**src/rtl/imm_gen_pipe_pkg.sv**
```systemverilog
// imm_gen_pipe_pkg
//   Shared definitions for the ID-stage immediate generator: RISC-V major
//   opcodes (instr[6:2]) and the 3-bit immediate format class codes.
//   No ports; imported by imm_decode_comb and imm_gen_pipe.
package imm_gen_pipe_pkg;

  localparam logic [4:0] OP_LOAD     = 5'b00000;
  localparam logic [4:0] OP_MISC_MEM = 5'b00011;
  localparam logic [4:0] OP_IMM      = 5'b00100;
  localparam logic [4:0] OP_AUIPC    = 5'b00101;
  localparam logic [4:0] OP_IMM_32   = 5'b00110;
  localparam logic [4:0] OP_STORE    = 5'b01000;
  localparam logic [4:0] OP_OP       = 5'b01100;
  localparam logic [4:0] OP_LUI      = 5'b01101;
  localparam logic [4:0] OP_32       = 5'b01110;
  localparam logic [4:0] OP_BRANCH   = 5'b11000;
  localparam logic [4:0] OP_JALR     = 5'b11001;
  localparam logic [4:0] OP_JAL      = 5'b11011;
  localparam logic [4:0] OP_SYSTEM   = 5'b11100;

  typedef enum logic [2:0] {
    IMM_NONE = 3'd0,
    IMM_I    = 3'd1,
    IMM_S    = 3'd2,
    IMM_B    = 3'd3,
    IMM_U    = 3'd4,
    IMM_J    = 3'd5,
    IMM_Z    = 3'd6,
    IMM_SH   = 3'd7
  } imm_type_e;

endpackage

```
**src/rtl/imm_decode_comb.sv**
```systemverilog
// imm_decode_comb
//   Purely combinational immediate decoder for one 32-bit instruction word.
//   Ports:
//     instr    in   32     raw instruction word
//     imm      out  XLEN   sign/zero-extended immediate (0 when no immediate)
//     imm_type out  3      format class (IMM_NONE..IMM_SH)
//     illegal  out  1      bad low bits, unknown opcode, or RV64-only op at XLEN=32
module imm_decode_comb
  import imm_gen_pipe_pkg::*;
#(
  parameter int XLEN = 32
) (
  input  logic [31:0]     instr,
  output logic [XLEN-1:0] imm,
  output imm_type_e       imm_type,
  output logic            illegal
);

  logic [4:0]      opc;
  logic [2:0]      funct3;
  logic            is_shift;
  logic [XLEN-1:0] imm_i, imm_s, imm_b, imm_u, imm_j, imm_z, imm_sh, imm_sh_w;

  assign opc      = instr[6:2];
  assign funct3   = instr[14:12];
  assign is_shift = (funct3 == 3'b001) || (funct3 == 3'b101);

  // Signed casts widen with instr[31] as the sign bit.
  assign imm_i = XLEN'($signed(instr[31:20]));
  assign imm_s = XLEN'($signed({instr[31:25], instr[11:7]}));
  assign imm_b = XLEN'($signed({instr[31], instr[7], instr[30:25], instr[11:8], 1'b0}));
  assign imm_u = XLEN'($signed({instr[31:12], 12'b0}));
  assign imm_j = XLEN'($signed({instr[31], instr[19:12], instr[20], instr[30:21], 1'b0}));
  assign imm_z = XLEN'(instr[19:15]);

  // RV64 shifts use a 6-bit shamt; the *W forms and RV32 use 5 bits.
  assign imm_sh   = (XLEN == 64) ? XLEN'(instr[25:20]) : XLEN'(instr[24:20]);
  assign imm_sh_w = XLEN'(instr[24:20]);

  always_comb begin
    imm      = '0;
    imm_type = IMM_NONE;
    illegal  = 1'b0;
    if (instr[1:0] != 2'b11) begin
      illegal = 1'b1;
    end else begin
      case (opc)
        OP_LOAD, OP_JALR: begin
          imm      = imm_i;
          imm_type = IMM_I;
        end
        OP_IMM: begin
          imm      = is_shift ? imm_sh : imm_i;
          imm_type = is_shift ? IMM_SH : IMM_I;
        end
        OP_IMM_32: begin
          imm      = is_shift ? imm_sh_w : imm_i;
          imm_type = is_shift ? IMM_SH : IMM_I;
          illegal  = (XLEN == 32);
        end
        OP_STORE: begin
          imm      = imm_s;
          imm_type = IMM_S;
        end
        OP_BRANCH: begin
          imm      = imm_b;
          imm_type = IMM_B;
        end
        OP_LUI, OP_AUIPC: begin
          imm      = imm_u;
          imm_type = IMM_U;
        end
        OP_JAL: begin
          imm      = imm_j;
          imm_type = IMM_J;
        end
        OP_SYSTEM: begin
          imm      = funct3[2] ? imm_z : imm_i;
          imm_type = funct3[2] ? IMM_Z : IMM_I;
        end
        OP_OP, OP_MISC_MEM: ;
        OP_32: illegal = (XLEN == 32);
        default: illegal = 1'b1;
      endcase
    end
  end

endmodule

```
**src/rtl/imm_gen_pipe.sv**
```systemverilog
// imm_gen_pipe
//   Registered immediate generator with a 2-entry skid FIFO. Each accepted
//   instruction is decoded on entry and its result appears at out_* one cycle
//   later; the tag rides along untouched.
//   Ports:
//     clk, rst (sync, active-low), flush
//     in_valid/in_ready/in_instr/in_tag          upstream handshake
//     out_valid/out_ready                         downstream handshake
//     out_imm/out_type/out_illegal/out_tag        head-entry result
module imm_gen_pipe
  import imm_gen_pipe_pkg::*;
#(
  parameter int XLEN  = 32,
  parameter int TAG_W = 32
) (
  input  logic             clk,
  input  logic             rst,
  input  logic             flush,
  input  logic             in_valid,
  output logic             in_ready,
  input  logic [31:0]      in_instr,
  input  logic [TAG_W-1:0] in_tag,
  output logic             out_valid,
  input  logic             out_ready,
  output logic [XLEN-1:0]  out_imm,
  output logic [2:0]       out_type,
  output logic             out_illegal,
  output logic [TAG_W-1:0] out_tag
);

  logic [XLEN-1:0]  dec_imm;
  imm_type_e        dec_type;
  logic             dec_illegal;

  // Entry 0 is always the head; entry 1 is only valid when entry 0 is.
  logic [1:0]       v_q, v_d;
  logic [XLEN-1:0]  imm0, imm1;
  logic [2:0]       typ0, typ1;
  logic             ill0, ill1;
  logic [TAG_W-1:0] tag0, tag1;

  logic push, pop, ld0_new, ld0_e1, ld1_new;

  imm_decode_comb #(.XLEN(XLEN)) u_dec (
    .instr    (in_instr),
    .imm      (dec_imm),
    .imm_type (dec_type),
    .illegal  (dec_illegal)
  );

  assign push = in_valid && in_ready;
  assign pop  = v_q[0] && out_ready;

  always_comb begin
    v_d     = v_q;
    ld0_new = 1'b0;
    ld0_e1  = 1'b0;
    ld1_new = 1'b0;
    if (flush) begin
      v_d = 2'b00;
    end else if (pop) begin
      // A push here can only happen with entry 1 empty, since full drops in_ready.
      if (v_q[1]) begin
        ld0_e1 = 1'b1;
        v_d[1] = 1'b0;
      end else if (push) begin
        ld0_new = 1'b1;
      end else begin
        v_d[0] = 1'b0;
      end
    end else if (push) begin
      if (!v_q[0]) begin
        ld0_new = 1'b1;
        v_d[0]  = 1'b1;
      end else begin
        ld1_new = 1'b1;
        v_d[1]  = 1'b1;
      end
    end
  end

  always_ff @(posedge clk) begin
    if (!rst) begin
      v_q      <= 2'b00;
      in_ready <= 1'b0;
      imm0     <= '0;
      typ0     <= IMM_NONE;
      ill0     <= 1'b0;
      tag0     <= '0;
      imm1     <= '0;
      typ1     <= IMM_NONE;
      ill1     <= 1'b0;
      tag1     <= '0;
    end else begin
      v_q      <= v_d;
      in_ready <= !(v_d[0] && v_d[1]);
      if (ld0_new) begin
        imm0 <= dec_imm;
        typ0 <= dec_type;
        ill0 <= dec_illegal;
        tag0 <= in_tag;
      end else if (ld0_e1) begin
        imm0 <= imm1;
        typ0 <= typ1;
        ill0 <= ill1;
        tag0 <= tag1;
      end
      if (ld1_new) begin
        imm1 <= dec_imm;
        typ1 <= dec_type;
        ill1 <= dec_illegal;
        tag1 <= in_tag;
      end
    end
  end

  assign out_valid   = v_q[0];
  assign out_imm     = imm0;
  assign out_type    = typ0;
  assign out_illegal = ill0;
  assign out_tag     = tag0;

endmodule

```
**config.mk**
```make
export PLATFORM = sky130hd
export DESIGN_NAME = imm_gen_pipe
export DESIGN_NICKNAME = d
export VERILOG_FILES = /design/src/rtl/imm_gen_pipe_pkg.sv /design/src/rtl/imm_decode_comb.sv /design/src/rtl/imm_gen_pipe.sv
export SDC_FILE = /design/constraint.sdc
export NUM_CORES = 1
export LEC_CHECK = 0
export BUFFER_PORTS_ARGS = -buffer_cell sky130_fd_sc_hd__buf_2
export CORE_ASPECT_RATIO = 0.75
export CORE_MARGIN = 2
export CORE_UTILIZATION = 30
export CTS_CLUSTER_SIZE = 14
export DETAILED_ROUTE_END_ITERATION = 10
export GPL_ROUTABILITY_DRIVEN = 0
export PLACE_DENSITY = 0.59
export RECOVER_POWER = 50
export SYNTH_ARGS = -nofsm -noshare
export SYNTH_HDL_FRONTEND = slang
export SYNTH_HIERARCHICAL = 1
export SYNTH_SLANG_ARGS = --single-unit
export TNS_END_PERCENT = 10
```
**constraint.sdc**
```tcl
create_clock -name clk -period 2.2 [get_ports clk]
set_input_delay 0.11 -clock clk [delete_from_list [all_inputs] [get_ports clk]]
set_output_delay 0.11 -clock clk [all_outputs]
set_load 0.03 [all_outputs]
```
==> results.cfg <==
[finish]
layout-drive-gt1-share_pct = 14.2
diodes = 0
utilization_pct = 38.7
syn_to_final_growth_pct = 27.7
nets = 1038

[sta]
skew_ns = 0.00782
hold_ws_ns = 0.0684
worst_pin_slew_ns = 0.586
timing.setup.tns_ns = 0
max_freq_mhz = 551
slew_headroom_pct = 60.9
period_needed_ns = 1.81
final-setup-viol-count = 0
fin_crit_sh_pct = 82.5
finalHoldViolCount = 0
maxSlewViolCount = 0
rsz0062_at_grt = false

[synth]
syn-num-nets = 900
ys.warnings.count = 6
synthCells = 831
ys_types = 47
ys.flop_type = dfxtp_1
muxShareOfSynthArea_pct = 0.710
synth.avg_cell_area_um2 = 7.63
synth-seq-cells = 139
synth_adder_area_share_pct = 0
seq_area_frac_synth_pct = 43.9
async_reset_ff_share_pct = 0
synth_compound_gate_area_share_pct = 26.3
synthXorXnorAreaFrac_pct = 0
syn-cell-area_mm2 = 0.00634
synth_top_family_by_area = compound AO/OA/AOI/OAI gates
yosys.area_share.simple_pct = 23.0
synth-edff-count = 0

[detailed_routing]
avgViaCountPerCell = 4.83
ant_nets = 0
drcViolationCount = 0
drt_iter0_markers = 451
wl_mm = 18.5
wl_per_cell_um = 14.6
first_pass_iters = 5
vias = 6126

[global_routing]
grt_pass1_wl_mm = 28.8
antenna_found_initial = 0
grt_usage_pct = 16.5
first_global_vias = 5464
gr-total-overflow = 0
grt_start_max_net_pins = 140

[hold_path]
hold_end = imm1[12]
worst_hold_startpoint = in_instr[12]
hold_class = input port to register
hold_depth = 5

[setup_path]
path_class = register to register
critPathSlowestCell = dfxtp_1
worstPathCellList = nand2b_1 > or3_2 > clkbuf_2 > nand2_1 > a21boi_0
timing.rr.end = tag1[21]
ff2ff_setup_slack_ns = 0.39
reg2reg_depth = 5
cp.arrival_ns = 2.11
cp_max_fo = 23
max_stage_delay_ns = 0.48
crit_start = v_q[0]
critical_path_required_ns = 2.49
worstReg2RegStart = v_q[0]
crit_path_end_kind = register
cp-start-kind = register

[clock_tree]
clock_latency_ns = 0.42
post_cts_buffers = 0
cts-buffers-inserted = 17
clk_pin_slew_ns = 0.07
post_cts_resized = 0
cts_tree = done
root_buffer = clkbuf_16
cts_sinks = 139
clk_path_buf_depth = 2
cts_hold_buf = 33
htreeDepth = 4

[power_and_ir_drop]
total_power_uw = 6170
leakagePower_uw = 0.00269
peakVddDrop_v = 0.000398
powerDensity_mw_per_mm2 = 761

[status]
outcome = finished, final reports clean

[die]
dieWidth_um = 172
coreArea_mm2 = 0.0210
io_pins = 139
initial_utilization_pct = 30.3
die-area_mm2 = 0.0223
die-height_um = 130
rows = 46

[flow_run]
maxCapViolCount = 0

[placement]
dp_hpwl_mm = 11.8
port_buffers = 138
==> per-layer routing <==
layer / global-route usage [%] / vias to the layer above / share of wire (%)
met3: 4.94 / 13 / 7.1
met1: 23.8 / 2832 / 51
met2: 24.0 / 171 / 41
met4: 4.20 / 0 / 0.93
met5: 0 / - / 0
li1: - / 3110 / -
==> synth_stat cells (7+ instances only) <==
| cell | count | area share (%) |
|---|---|---|
| nand2_1 | 296 | 18 |
| dfxtp_1 | 139 | 44 |
| o21ai_0 | 72 | 5.7 |
| a31oi_1 | 70 | 6.9 |
| a21boi_0 | 48 | 5.7 |
| clkbuf_1 | 37 | 2.2 |
| a21oi_1 | 29 | 2.3 |
| buf_2 | 27 | 2.1 |
| a21boi_1 | 20 | 2.4 |
| nor2_1 | 10 | 0.59 |
| nand2b_1 | 7 | 0.69 |
==> layout make-up <==
class	count	area [um^2]
clock inverters	11	148
multi-input cells	613	3190
repair buffers	192	1150
well taps	288	360
flip-flops and latches	139	2780
clock buffers	19	443
fillers	2230	12900
inverters	6	22.5
==> metrics by stage <==
stage / cell area (um^2) / worst slack [ns] / instances
after floorplan: 6340 / 0.554 / 831
after global placement: 7270 / 0.270 / 1205
after detailed placement: 7270 / 0.218 / 1205
after CTS: 8190 / 0.440 / 1268
after global routing: 8100 / 0.197 / 1268
final: 8100 / 0.386 / 1268
==> state kept, by name, summed over array words and instances, names as in the netlist <==
name,cells
out_type,3
ill1,1
v_q,2
imm1,32
out_illegal,1
typ1,3
tag1,32
out_tag,32
in_ready,1
out_imm,32
==> kinds of logic after synthesis <==
family | Yosys count
AOI/OAI and AO/OA | 260
and+or+nand+nor | 349
buffers and inverters | 79
DFF | 139
muxes | 4
==> cell usage in the layout (no fill, tap or decap), types with 4 or more instances in the layout <==
cell / count
a31oi_1: 70
o21ai_0: 72
nand2_1: 296
a21boi_1: 20
nor2b_1: 4
buf_2: 67
mux2_2: 4
nor3b_1: 6
inv_1: 6
clkinv_4: 4
dfxtp_1: 139
dlygate4sd3_1: 33
clkbuf_16: 17
a21boi_0: 48
a222oi_1: 4
buf_4: 16
nor2_1: 10
buf_12: 5
nand2b_1: 7
clkbuf_1: 71
a21oi_1: 29
==> critical path, delay by kind of cell (launching register included) <==
family	cells	cell delay, ns
AO/OA/AOI/OAI	1	0.10
buffers and inverters	1	0.34
flip-flops	1	0.48
AND/OR/NAND/NOR	3	0.75
==> how the worst max path moves through the flow <==
stage,endpoint,slack (ns),cells past startpoint
2_1_floorplan,imm1[23],0.55,7
3_3_place_gp,out_imm[26],0.27,8
3_5_place_dp,out_imm[6],0.22,8
4_1_cts,imm1[7],0.44,5
5_1_grt,tag1[21],0.20,5
6_report,tag1[21],0.39,5
==> power by group <==
part	switching [uW]	internal, uW	total, uW	leakage (uW)
combinational	399	231	630	0.00127
clock	1110	1800	2910	0.000289
sequential	38.1	2580	2620	0.00113
total	1550	4610	6170	0.00269
No activity file was read; power rests on OpenSTA's default activity.
